`config.mk`:
```
export PLATFORM = sky130hd
export DESIGN_NAME = instr_fetch
export DESIGN_NICKNAME = d
export VERILOG_FILES = /design/src/rtl/instr_fetch.sv
export SDC_FILE = /design/constraint.sdc
export NUM_CORES = 1
export LEC_CHECK = 0
export ABC_AREA = 1
export CORE_MARGIN = 4
export CORE_UTILIZATION = 48
export CTS_BUF_LIST = sky130_fd_sc_hd__clkbuf_2
export CTS_CLUSTER_DIAMETER = 30
export CTS_CLUSTER_SIZE = 10
export DETAILED_ROUTE_END_ITERATION = 16
export HOLD_SLACK_MARGIN = 0.05
export PLACE_DENSITY_LB_ADDON = 0.2
export SYNTH_ARGS = -nofsm -noshare
export SYNTH_HDL_FRONTEND = slang
export SYNTH_SLANG_ARGS = --single-unit
```
`constraint.sdc`:
```
create_clock -name clk -period 3.35 [get_ports clk]
set_clock_uncertainty 0.2 [all_clocks]
set_input_delay 0.335 -clock clk [delete_from_list [all_inputs] [get_ports clk]]
set_output_delay 0.335 -clock clk [all_outputs]
set_load 0.05 [all_outputs]
```
`src/rtl/instr_fetch.sv`:
```
`default_nettype none
// ============================================================================
// Module   : instr_fetch
// Brief    : PC, program-memory request and 2-entry instruction queue feeding
//            decode over valid/ready; start, branch redirect/flush, self-halt.
// Revision : 1.0
// ============================================================================
module instr_fetch #(
    parameter int         N       = 4,
    parameter int         M       = 16,
    parameter logic [3:0] HALT_OP = 4'hF
) (
    input  logic         clk,
    input  logic         clr_n,
    input  logic         start,
    output logic [N-1:0] pm_address,
    output logic         pm_enable,
    input  logic [M-1:0] pm_data,
    input  logic         br_valid,
    input  logic [N-1:0] br_target,
    output logic         ir_valid,
    input  logic         ir_ready,
    output logic [M-1:0] ir_data,
    output logic [N-1:0] ir_pc,
    output logic         halted
);

    typedef enum logic [1:0] {
        S_IDLE   = 2'd0,
        S_RUN    = 2'd1,
        S_HALTED = 2'd2
    } state_t;

    localparam logic [N-1:0] c_PC_ONE = {{(N-1){1'b0}}, 1'b1};

    state_t       r_state;
    state_t       w_state_nxt;
    logic [N-1:0] r_pc;
    logic [1:0]   r_count;
    logic [M-1:0] r_head_data;
    logic [N-1:0] r_head_pc;
    logic [M-1:0] r_tail_data;
    logic [N-1:0] r_tail_pc;

    logic w_fetch;
    logic w_redirect;
    logic w_deq;

    assign w_deq = (r_count != 2'd0) && ir_ready;

    // Redirect outranks both halt detection and fetch.
    always_comb begin
        w_state_nxt = r_state;
        w_fetch     = 1'b0;
        w_redirect  = 1'b0;
        case (r_state)
            S_IDLE: begin
                if (start) w_state_nxt = S_RUN;
            end
            S_RUN: begin
                if (br_valid) begin
                    w_redirect = 1'b1;
                end else if (r_count != 2'd2) begin
                    w_fetch = 1'b1;
                    if (pm_data[M-1 -: 4] == HALT_OP) w_state_nxt = S_HALTED;
                end
            end
            S_HALTED: begin
                if (br_valid) begin
                    w_redirect  = 1'b1;
                    w_state_nxt = S_RUN;
                end
            end
            default: w_state_nxt = S_IDLE;
        endcase
    end

    always_ff @(posedge clk or negedge clr_n) begin
        if (!clr_n) begin
            r_state <= S_IDLE;
            r_pc    <= '0;
            r_count <= 2'd0;
        end else begin
            r_state <= w_state_nxt;
            if (w_redirect)   r_pc <= br_target;
            else if (w_fetch) r_pc <= r_pc + c_PC_ONE;

            if (w_redirect)             r_count <= 2'd0;
            else if (w_fetch && !w_deq) r_count <= r_count + 2'd1;
            else if (w_deq && !w_fetch) r_count <= r_count - 2'd1;
        end
    end

    // Head always sits in r_head_*; a dequeue shifts the tail forward.
    always_ff @(posedge clk or negedge clr_n) begin
        if (!clr_n) begin
            r_head_data <= '0;
            r_head_pc   <= '0;
            r_tail_data <= '0;
            r_tail_pc   <= '0;
        end else if (!w_redirect) begin
            if (w_fetch && (w_deq || r_count == 2'd0)) begin
                r_head_data <= pm_data;
                r_head_pc   <= r_pc;
            end else if (w_fetch) begin
                r_tail_data <= pm_data;
                r_tail_pc   <= r_pc;
            end else if (w_deq) begin
                r_head_data <= r_tail_data;
                r_head_pc   <= r_tail_pc;
            end
        end
    end

    assign pm_address = r_pc;
    assign pm_enable  = w_fetch;
    assign ir_valid   = (r_count != 2'd0);
    assign ir_data    = r_head_data;
    assign ir_pc      = r_head_pc;
    assign halted     = (r_state == S_HALTED);

endmodule
`default_nettype wire

```
==> summary.txt <==
Worst Hold Margin - 0.257 ns
Worst Path Required - 2.81 ns
R2R depth - 9
Asr flop ratio synth - 1.00
Crit-path most repeated cell - inv_1
Final critical-path required period - 2.85 ns
WHS Endpoint - pm_address[1]
Final Setup Violations - 0
R2R setup slack - 1.05 ns
Fin area - 2890 sq um
First-pass GRT wire length - 8290 um
DRC Markers - 0
Main synth FF type - dfrtp_1
Synthesized Nets - 328
Arr. time, crit path - 2.32 ns
Critical Path End Type - output pin
Setup TNS - 0 ns
PostCTS Resize Cnt - 0
Yosys warns - 0
Final Max Slew Viols - 0
First DRT Iteration DRCs - 87
Setup WS pre-CTS - 0.814 ns
Fin crit share - 0.851
Routed wire length - 4770 um
Die Width - 77.4 um
Number of synthesized register bits - 48
Kind of cell adding the most delay to the critical path - buffers and inverters
IO buf count - 51
Initial antenna violation count - 0
Crit start category - register
Core area - 4690 sq um
Distinct cells, synth - 20
Post-synth top cells - nand2_1, dfrtp_1, o21ai_0
Dpl hpwl - 3270 um
Peak clock frequency supported by timing - 351 MHz
Clk root buf - clkbuf_2
Max_cap viols - 0
Cell Area, Synth - 2310 sq um
Largest net degree at the start of global routing - 49
Synth Instances - 298
Clock slew at reported path FFs - 0.22 ns
Post-synth EDFFs - 0
Crit Reg-Reg Startpoint - r_state[1]
Antenna diodes - 0
Worst hold path class - input pin to register
Die outline height - 77.4 um
Row count - 25
Global Route Usage Sum - 0.170
Setup Crit Path Kind - register to output pin
Crit path max fanout - 9
Worst rel slew slack - 0.309
Worst vdd ir - 573 uV
Cell Chain, Critical Path - inv_1 > ha_1 > nand3_4 > inv_1 > clkdlybuf4s50_1
Vias in the first global route - 1,887
CTS tree - built
Top cells by area, synth - dfrtp_1, nand2_1, o21ai_0
Placed Area - 2850 sq um
CTS max path bufs - 2
P_leak - 1.40 nW
Hold Path Cell Cnt - 3
Critical Path Max Stage Delay - 0.82 ns
Final WS setup - 0.499 ns
Post-synthesis sequential area ratio - 0.519
ANT nets after route - 0
Syn avg cell area - 7.77 sq um
Hold Startpoint - br_target[1]
Placed cells - 394
Slew @ Worst Pin - 1.04 ns
Cell taking the most area after synthesis - dfrtp_1
Final hold violation count - 0
Status - complete, no violations
Die ar. - 6000 sq um
# IOs - 52
Clk_lat worst skew - 0.40 ns
Crit-path slowest cell - clkdlybuf4s50_1
Finished Layout Cells - 403
WP buf/inv - 3
CTS sink cnt - 48
Most common cell in the netlist - nand2_1
Total grt overflow - 0
RD Place Congestion - 0.810
Drt first pass iters - 4
Share of the synthesized area in the top cell type - 0.519
Total number of vias - 1,970
Reg-to-reg endpoint - ir_data[7]
WL/cell - 11.8 um
Final-stage net count - 378
Unrepaired setup endpoints after global routing - false
P&R area growth vs syn - 25.0%
Htree depth - 2
DR vias/cell - 4.89
Layout cells sized above 1 - 0.0458
Starting density of the core - 0.493
CTS Buf Count - 5
PwrDens - 1090 nW/um^2
-- power breakdown --
group | switching [mW] | internal (mW)
logic | 1.27 | 0.628
registers | 0.160 | 0.881
clock network | 0.170 | 0.0559
total | 1.60 | 1.56
-- layer usage --
layer	global-route usage	routed length, um	share of wire
met4	0.0605	51	0.011
met2	0.291	2340	0.49
met5	0	0	0
met3	0.0441	190	0.040
met1	0.208	2190	0.46
-- tightest hold or removal path, cell delays in order --
cell and delay, ns:
clkdlybuf4s50_1 0.39, nand2_1 0.06, nand3_1 0.06
-- how the worst max path moves through the flow --
stage          startpoint         end  cells after the start
6_report       r_state[1]   pm_enable                      5
5_1_grt        r_state[1]   pm_enable                      5
4_1_cts        r_state[1]   pm_enable                      5
3_5_place_dp     br_valid   pm_enable                      5
3_3_place_gp     br_valid   pm_enable                      5
2_1_floorplan  r_state[1]  r_count[1]                      8
-- layout by cell type, fill, tap and decap left out --
cell type	instances
nand2_1	129
clkdlybuf4s50_1	50
dfrtp_1	48
o21ai_0	33
inv_1	32
o21ai_1	11
nand3_1	7
clkbuf_2	7
nor2_1	6
ha_1	5
a21oi_1	4
buf_4	3
nor2_2	2
o21bai_1	2
inv_2	1
nand2_2	1
nand3_4	1
nand4_1	1
xor2_1	1
o211ai_1	1
o22ai_1	1
clkinv_1	1
dlygate4sd3_1	1
buf_2	1
-- what timing repair did --
item	CTS	global route
buffers inserted	0	0
hold buffers	1	0
hold endpoints to repair	48	0
-- cells by family after synthesis --
family	Yosys count	share of synthesized area
XOR/XNOR	1	0.00378
AO/OA/AOI/OAI	52	0.116
AND/OR/NAND/NOR	147	0.252
flip-flops	48	0.519
adder cells (fa/ha/maj)	5	0.0270
buffers and inverters	45	0.0816
-- registers in the layout, summed over array words and instances, names as in the netlist --
signal	cells
r_tail_data	16
r_tail_pc	4
pm_address	4
r_count	2
ir_pc	4
r_state	2
ir_data	16
-- stage by stage --
step	power [mW]	utilization
after floorplan	2.40	-
after global placement	2.93	0.606
after detailed placement	2.97	0.606
after CTS	3.20	0.617
after global routing	3.43	0.617
final	3.16	0.617
-- cell type report --
class	instances	area [sq um]
multi-input cells	205	925
well taps	54	67.6
repair buffers	55	538
flip-flops and latches	48	1200
inverters	33	124
fillers	452	1800
clock inverters	1	3.75
clock buffers	7	35.0
Power figures use the tool's default switching activity.
